==> src/rtl/red_seq_unit.sv <==
// rtl/red_seq_unit.sv - multi-cycle nibble-reduction (RED) unit with valid/ready operand and result handshakes
// Optional build macro RED_SAT_EN: saturate the result at 63 instead of wrapping modulo 64.
module red_seq_unit #(
    parameter int PAIRS_PER_CYC = 1,
    parameter int W             = 16
) (
    input  logic         clk,
    input  logic         rst,
    input  logic         In_valid,
    output logic         In_ready,
    input  logic [W-1:0] In1,
    input  logic [W-1:0] In2,
    output logic         Out_valid,
    input  logic         Out_ready,
    output logic [W-1:0] Out,
    output logic         Busy
);

    generate
        if (!(PAIRS_PER_CYC == 1 || PAIRS_PER_CYC == 2 || PAIRS_PER_CYC == 4)) begin : g_bad_pairs
            $error("red_seq_unit: PAIRS_PER_CYC must be 1, 2 or 4");
        end
        if (W != 16) begin : g_bad_width
            $error("red_seq_unit: W must be 16");
        end
    endgenerate

    localparam int          NPAIRS = W / 4;
    localparam int          STEPS  = NPAIRS / PAIRS_PER_CYC;
    localparam logic [2:0]  LAST   = 3'(STEPS);

    localparam logic [1:0] S_IDLE = 2'd0;
    localparam logic [1:0] S_ACC  = 2'd1;
    localparam logic [1:0] S_DONE = 2'd2;

    logic [1:0]   state;
    logic [W-1:0] a_reg;
    logic [W-1:0] b_reg;
    logic [6:0]   acc;
    logic [2:0]   idx;
    logic [W-1:0] out_reg;
    logic [6:0]   step_sum;
    logic [5:0]   res6;

    // Nibble pairs for this step, lowest nibble position first; the
    // finalize step (idx == LAST) indexes past the operand and adds nothing.
    always_comb begin
        step_sum = 7'd0;
        for (int j = 0; j < PAIRS_PER_CYC; j++) begin
            int k;
            k = int'(idx) * PAIRS_PER_CYC + j;
            if (k < NPAIRS) begin
                step_sum = step_sum + {3'b000, a_reg[k*4 +: 4]} + {3'b000, b_reg[k*4 +: 4]};
            end
        end
    end

    always_comb begin
`ifdef RED_SAT_EN
        res6 = (acc > 7'd63) ? 6'h3F : acc[5:0];
`else
        res6 = acc[5:0];
`endif
    end

    always_ff @(posedge clk) begin
        if (rst) begin
            state   <= S_IDLE;
            a_reg   <= '0;
            b_reg   <= '0;
            acc     <= 7'd0;
            idx     <= 3'd0;
            out_reg <= '0;
        end else begin
            case (state)
                S_IDLE: begin
                    if (In_valid) begin
                        a_reg <= In1;
                        b_reg <= In2;
                        acc   <= 7'd0;
                        idx   <= 3'd0;
                        state <= S_ACC;
                    end
                end
                S_ACC: begin
                    // One extra step after the last add registers the result,
                    // so Out is never driven from the adder tree.
                    if (idx == LAST) begin
                        out_reg <= {{(W-6){1'b0}}, res6};
                        state   <= S_DONE;
                    end else begin
                        acc <= acc + step_sum;
                        idx <= idx + 3'd1;
                    end
                end
                S_DONE: begin
                    if (Out_ready) begin
                        state <= S_IDLE;
                    end
                end
                default: state <= S_IDLE;
            endcase
        end
    end

    assign In_ready  = (state == S_IDLE);
    assign Out_valid = (state == S_DONE);
    assign Busy      = (state == S_ACC) || (state == S_DONE);
    assign Out       = out_reg;

endmodule
==> config.mk <==
export PLATFORM = sky130hd
export DESIGN_NAME = red_seq_unit
export DESIGN_NICKNAME = d
export VERILOG_FILES = /design/src/rtl/red_seq_unit.sv
export SDC_FILE = /design/constraint.sdc
export NUM_CORES = 1
export LEC_CHECK = 0
export ABC_AREA = 1
export CAP_MARGIN = 20
export CORE_ASPECT_RATIO = 1.75
export CORE_UTILIZATION = 57
export CTS_BUF_LIST = sky130_fd_sc_hd__clkbuf_4
export DETAILED_ROUTE_END_ITERATION = 10
export GPL_TIMING_DRIVEN = 0
export PLACE_DENSITY_LB_ADDON = 0.2
export SYNTH_ARGS = -nofsm -noshare
export SYNTH_HDL_FRONTEND = slang
export SYNTH_SLANG_ARGS = --single-unit
==> constraint.sdc <==
create_clock -name clk -period 7.8 [get_ports clk]
set_clock_uncertainty 0.2 [all_clocks]
set_input_delay 2.34 -clock clk [delete_from_list [all_inputs] [get_ports clk]]
set_output_delay 2.34 -clock clk [all_outputs]
set_load 0.1 [all_outputs]
==> impl_metrics.json, run 1 <==
{
  "flow.area_growth_from_synthesis_pct": 22.69,
  "syn_inst": 358,
  "yosysWarnings": 0,
  "min-delay-path-class": "register to register",
  "outcome": "complete, no violations",
  "drv_slew": 0,
  "clkLatencyLatePin_ps": 390,
  "antenna_violations_before_repair": 0,
  "worstRegToRegCells": 18,
  "cp_data_required_time_ps": 5260,
  "post_drt_via_cell_ratio": 5.217,
  "initial_utilization": 0.5926,
  "hold_viol": 0,
  "coreArea_um2": 4364,
  "max-cap-violations": 0,
  "post-dp-hpwl_um": 4343,
  "min_period_ps": 4851,
  "cts_post_setup_buffers_inserted": 0,
  "setup-tns-final_ps": 0,
  "first_pass_iters": 4,
  "layout.nets": 469,
  "io_pins": 55,
  "cts_root_buf": "sky130_fd_sc_hd__clkbuf_4",
  "grt_max_degree": 17,
  "fmax_ghz": 0.2061,
  "number_of_antenna_violating_nets_in_the_routed_design": 0,
  "die_height_um": 91.11,
  "clock_power_share": 0.108,
  "die_x_um": 52.92,
  "sequential_fraction_of_the_synthesis_area": 0.3793,
  "endpoint_kind": "primary output",
  "final_area_um2": 3173,
  "switching_share": 0.4977,
  "clkSinkCount": 49,
  "layout-drive-gt1-share": 0.1124,
  "power_frac_comb": 0.595,
  "tightest_slew_ps": 959.6,
  "multi_input_comb_area_um2": 1351,
  "finish.utilization": 0.7271,
  "yosys.cell_types.count": 29,
  "setup_repair_after_global_routing_missed_its_margin": "no",
  "placed_area_um2": 3114,
  "crit_path_max_fanout": 6,
  "cts-root-to-sink-buffers": 2,
  "avgRoutedWirePerCell_um": 12.13,
  "post_cts_resize_count": 0,
  "routed_wirelength_um": 5687,
  "period_share": 0.6219,
  "drt_drc_violations_left": 0,
  "power_report.internal_total_w": 0.0005769,
  "globalplace.congestion": 0.8567,
  "timing.slew.headroom": 0.3582,
  "n_fill_cell": 384,
  "ys_seq_elements": 49,
  "p_leak_nw": 1.362,
  "worst_setup_hold_path_clk_slew_ps": 150,
  "synthesis.area_um2": 2586,
  "placement_rows": 32,
  "numPortBuffers": 43,
  "cts_hold_repair.buffers": 0,
  "numCtsBuffers": 5,
  "critical_path_arrival_ps": 2310,
  "worstHoldPathCells": 2,
  "cp-start-kind": "register",
  "type_of_the_worst_setup_path": "register to primary output",
  "diodes": 0,
  "power.sequential.fraction": 0.297,
  "netSwitchingPower_w": 0.0005717,
  "overall_via_count_from_detail_route": 2447,
  "grt_overflow_total": 0,
  "grt_first_pass_wirelength_um": 9735,
  "cts-htree-levels": 2,
  "vdd.ir_drop.worst_uv": 383.4,
  "layout.area.seq_um2": 980.9,
  "cts_tree": "done",
  "p_per_area_nw_per_um2": 362.0,
  "grt_util_all_layers": 0.2687,
  "avgSynthCellArea_um2": 7.224,
  "die_area_um2": 4821,
  "dr.first_iter.drc_count": 64,
  "first_global_vias": 2333,
  "report.final.setup_viol": 0
}
## routing by layer
metal,wire [um],track usage,up-vias
li1,-,-,1254
met1,2128,0.2651,1091
met2,3078,0.4810,78
met3,216,0.04188,24
met4,264,0.1776,0
met5,0,0,-
## synthesized netlist by cell type (all sizes together)
master	n	area (um^2)
nand3b	1	7.510
buf	21	148.9
inv	27	108.9
fa	2	40.04
clkbuf	7	26.28
o211ai	1	7.510
xnor2	1	8.760
a21oi	30	168.9
nand3	11	80.08
o22ai	2	12.51
clkinv	1	3.750
nand2	27	113.9
a21o	1	7.510
conb	1	3.750
dfxtp	49	980.9
ha	14	175.2
xor2	1	8.760
nor2	101	379.1
o21ai	60	304.0
## critical path: stages (launching register included)
cell	delay, ps
sky130_fd_sc_hd__dfxtp_1	350
sky130_fd_sc_hd__inv_1	100
sky130_fd_sc_hd__ha_1	300
sky130_fd_sc_hd__clkdlybuf4s50_1	1180
## area by class of cell
cell class,count,area share
multi-input cells,262,0.4259
flip-flops and latches,49,0.3091
repair buffers,43,0.1356
plain buffers,28,0.05521
inverters,28,0.03549
well taps,51,0.02011
clock buffers,5,0.01183
clock inverters,3,0.006703
## path summary, 6_finish.rpt
path / start / to / slack (ps)
worst max-delay path: state[1] / In_ready / 2950
worst min-delay path: Out[4] / Out[4] / 250
worst max register to register: idx[0] / acc[5] / 4490
worst min register to register: Out[4] / Out[4] / 250
## power by group through the flow
stage	sequential [W]	combinational [W]	clock, W
CTS	0.000341	0.000683	0.000124
global placement	0.000344	0.000657	0
detailed placement	0.000347	0.000677	0
floorplan	0.000337	0.000544	0
global route	0.000349	0.000765	0.000135
finish	0.000341	0.000684	0.000124
## kinds of logic after synthesis
family                   synth area share
AND/OR/NAND/NOR                    0.2245
AO/OA/AOI/OAI                      0.1935
buffers and inverters              0.1113
flip-flops                         0.3793
adder cells (fa/ha/maj)           0.08321
XOR/XNOR                         0.006774
other                            0.001450
## layout by cell type, fill, tap and decap left out, types with 2 or more instances in the layout
master	synthesis	routed
sky130_fd_sc_hd__nor2_1	101	101
sky130_fd_sc_hd__o21ai_0	56	56
sky130_fd_sc_hd__dfxtp_1	49	49
sky130_fd_sc_hd__clkdlybuf4s50_1	0	43
sky130_fd_sc_hd__a21oi_1	25	25
sky130_fd_sc_hd__nand2_1	24	24
sky130_fd_sc_hd__inv_1	23	23
sky130_fd_sc_hd__buf_4	15	15
sky130_fd_sc_hd__ha_1	14	14
sky130_fd_sc_hd__conb_1	1	10
sky130_fd_sc_hd__clkbuf_1	7	7
sky130_fd_sc_hd__nand3_1	6	6
sky130_fd_sc_hd__buf_2	5	5
sky130_fd_sc_hd__nand3_2	5	5
sky130_fd_sc_hd__a21oi_2	5	5
sky130_fd_sc_hd__clkbuf_4	0	5
sky130_fd_sc_hd__inv_2	3	3
sky130_fd_sc_hd__o21ai_1	3	3
sky130_fd_sc_hd__o22ai_1	2	2
sky130_fd_sc_hd__nand2_2	2	2
sky130_fd_sc_hd__fa_1	2	2
## metrics by stage
step                worst slack, ps  instances  power [W]  hold slack [ps]
finish                         2949        469   0.001149            251.1
global route                   2887        469   0.001249            276.3
CTS                            2950        469   0.001149            252.8
detailed placement             3386        461   0.001024            233.0
global placement               3406        461   0.001001            229.0
floorplan                      3992        367  0.0008811            249.5
(Power assumes the default switching activity.)
==> inputs of run 2 (changes only) <==
--- a/config.mk
+++ b/config.mk
@@ -8,7 +8,7 @@
 export ABC_AREA = 1
 export CAP_MARGIN = 20
 export CORE_ASPECT_RATIO = 1.75
-export CORE_UTILIZATION = 57
+export CORE_UTILIZATION = 48
 export CTS_BUF_LIST = sky130_fd_sc_hd__clkbuf_4
 export DETAILED_ROUTE_END_ITERATION = 10
 export GPL_TIMING_DRIVEN = 0
==> constraint.sdc (replaced) <==
create_clock -name clk -period 4.1 [get_ports clk]
set_clock_uncertainty 0.2 [all_clocks]
set_input_delay 1.23 -clock clk [delete_from_list [all_inputs] [get_ports clk]]
set_output_delay 1.23 -clock clk [all_outputs]
set_load 0.1 [all_outputs]
==> impl_metrics.json, run 2 (synthesized netlist as in run 1, its figures left out) <==
{
  "violations": "design-rule violations",
  "cts_tree": "done",
  "grt_overflow_total": 0,
  "globalplace.congestion": 0.8539,
  "min_period_ps": 3701,
  "timing.rr.start": "idx[1]",
  "outcome": "complete, but fails checks",
  "flow.area_growth_from_synthesis_pct": 22.54,
  "die_height_um": 99.10,
  "netSwitchingPower_w": 0.001050,
  "clkSinkCount": 49,
  "type_of_the_worst_setup_path": "register to primary output",
  "cts-root-to-sink-buffers": 2,
  "worst_setup_hold_path_clk_slew_ps": 140,
  "io_pins": 55,
  "switching_share": 0.4901,
  "r2r_setup_slack_ps": 840,
  "grt_util_all_layers": 0.2142,
  "first_pass_iters": 7,
  "post_drt_via_cell_ratio": 4.949,
  "cpMaxStageDelayCell": "sky130_fd_sc_hd__clkdlybuf4s50_1",
  "cp_data_required_time_ps": 2670,
  "routed_wirelength_um": 5436,
  "overall_via_count_from_detail_route": 2341,
  "final_common_cell": "sky130_fd_sc_hd__nor2_1",
  "cp-start-kind": "register",
  "post_layout_nonfiller_instances": 473,
  "place.detailed.instances": 465,
  "placement_rows": 35,
  "final_area_um2": 3169,
  "grt_max_degree": 15,
  "cts_hold_repair.buffers": 0,
  "cp_cell_sequence": "inv_1, ha_1, clkdlybuf4s50_1",
  "number_of_antenna_violating_nets_in_the_routed_design": 0,
  "p_per_area_nw_per_um2": 675.9,
  "numPortBuffers": 43,
  "placed_area_um2": 3119,
  "cts_root_buf": "sky130_fd_sc_hd__clkbuf_4",
  "timing.critical_path.buf_inv": 2,
  "post_cts_resize_count": 0,
  "min-delay-path-class": "register to register",
  "layout.area.seq_um2": 980.9,
  "max-cap-violations": 0,
  "finish.utilization": 0.6082,
  "worstRegToRegCells": 18,
  "fin_hold_ws_ps": 253.9,
  "mostFrequentLayoutCells": "sky130_fd_sc_hd__nor2_1 (101), sky130_fd_sc_hd__o21ai_0 (56), sky130_fd_sc_hd__dfxtp_1 (49)",
  "dr.first_iter.drc_count": 50,
  "hold_viol": 0,
  "cts-htree-levels": 2,
  "tightest_slew_ps": 961.0,
  "timing.slew.headroom": 0.3573,
  "power_report.internal_total_w": 0.001092,
  "cpLargestDelayFamily": "buffers and inverters",
  "power_frac_comb": 0.596,
  "die_x_um": 57.49,
  "report.final.setup_viol": 0,
  "layout.nets": 469,
  "p_leak_nw": 1.360,
  "diodes": 0,
  "whs_endpoint": "Out[4]",
  "antenna_violations_before_repair": 0,
  "avgRoutedWirePerCell_um": 11.49,
  "clock_power_share": 0.100,
  "setup-tns-final_ps": 0,
  "period_share": 0.9027,
  "power.sequential.fraction": 0.304,
  "critical_path_arrival_ps": 2270,
  "min_from": "Out[4]",
  "numCtsBuffers": 5,
  "n_fill_cell": 521,
  "first_global_vias": 2248,
  "worstHoldPathCells": 2,
  "crit_path_max_fanout": 6,
  "grt_first_pass_wirelength_um": 9480,
  "initial_utilization": 0.4963,
  "die_area_um2": 5697,
  "coreArea_um2": 5211,
  "layout-drive-gt1-share": 0.1077,
  "r2r-end": "acc[5]",
  "critPathMaxStageDelay_ps": 1180,
  "drt_drc_violations_left": 4,
  "clkLatencyLatePin_ps": 370,
  "fmax_ghz": 0.2702,
  "drv_slew": 0,
  "multi_input_comb_area_um2": 1351,
  "cts_post_setup_buffers_inserted": 0,
  "vdd.ir_drop.worst_uv": 286.0,
  "setup_repair_after_global_routing_missed_its_margin": "no",
  "endpoint_kind": "primary output",
  "post-dp-hpwl_um": 4277
}
## run 2: cell count changes in the layout (fill, tap and decap cells not counted), sizes merged
cell      before  now
clkinv         2    4
inv           28   27
clkinvlp       1    0
## run 2: cell type report
class,count,area share
plain buffers,28,0.05527
multi-input cells,262,0.4264
well taps,55,0.02171
clock buffers,5,0.01184
clock inverters,3,0.003948
inverters,28,0.03553
flip-flops and latches,49,0.3095
repair buffers,43,0.1358
## run 2: per-layer routing
metal	track usage	up-vias	routed length, um
met3	0.03641	12	169
met4	0.1126	0	173
met5	0	-	0
met2	0.4070	54	2950
li1	-	1255	-
met1	0.2125	1020	2142
## run 2: metrics by stage
stage	setup slack, ps	total power, W
6_report	398.8	0.002142
5_1_grt	291.2	0.002359
4_1_cts	382.7	0.002160
3_5_place_dp	815.7	0.001940
3_3_place_gp	818.6	0.001909
2_1_floorplan	1297	0.001676
## run 2: worst max-delay path by stage
stage	from	endpoint	slack (ps)	cells past startpoint
after floorplan	idx[0]	acc[5]	1300	17
after global placement	state[0]	In_ready	820	3
final	state[0]	In_ready	400	3
after global routing	state[1]	In_ready	290	3
after CTS	state[0]	In_ready	380	3
after detailed placement	state[0]	In_ready	820	3
## run 2: worst register-to-register path: cells and delay by family (launching register included)
kind	cells	cell delay (ps)
AOI/OAI and AO/OA	5	670
adders and majority gates	3	880
buffers and inverters	4	520
DFF	1	360
and+or+nand+nor	6	550
## run 2: power by group through the flow
stage,clock network (W),registers [W],logic [W]
after floorplan,0,0.000641,0.00103
after global placement,0,0.000658,0.00125
after detailed placement,0,0.000663,0.00128
after CTS,0.000222,0.000652,0.00129
after global routing,0.000239,0.000664,0.00146
final,0.000213,0.000652,0.00128
==> inputs of run 3 (changes only) <==
--- a/config.mk
+++ b/config.mk
@@ -12,6 +12,7 @@
 export CTS_BUF_LIST = sky130_fd_sc_hd__clkbuf_4
 export DETAILED_ROUTE_END_ITERATION = 10
 export GPL_TIMING_DRIVEN = 0
+export HOLD_SLACK_MARGIN = 0.06
 export PLACE_DENSITY_LB_ADDON = 0.2
 export SYNTH_ARGS = -nofsm -noshare
 export SYNTH_HDL_FRONTEND = slang
==> results of run 3 <==
No change in the layout: final DEF, timing and power equal those of run 2.
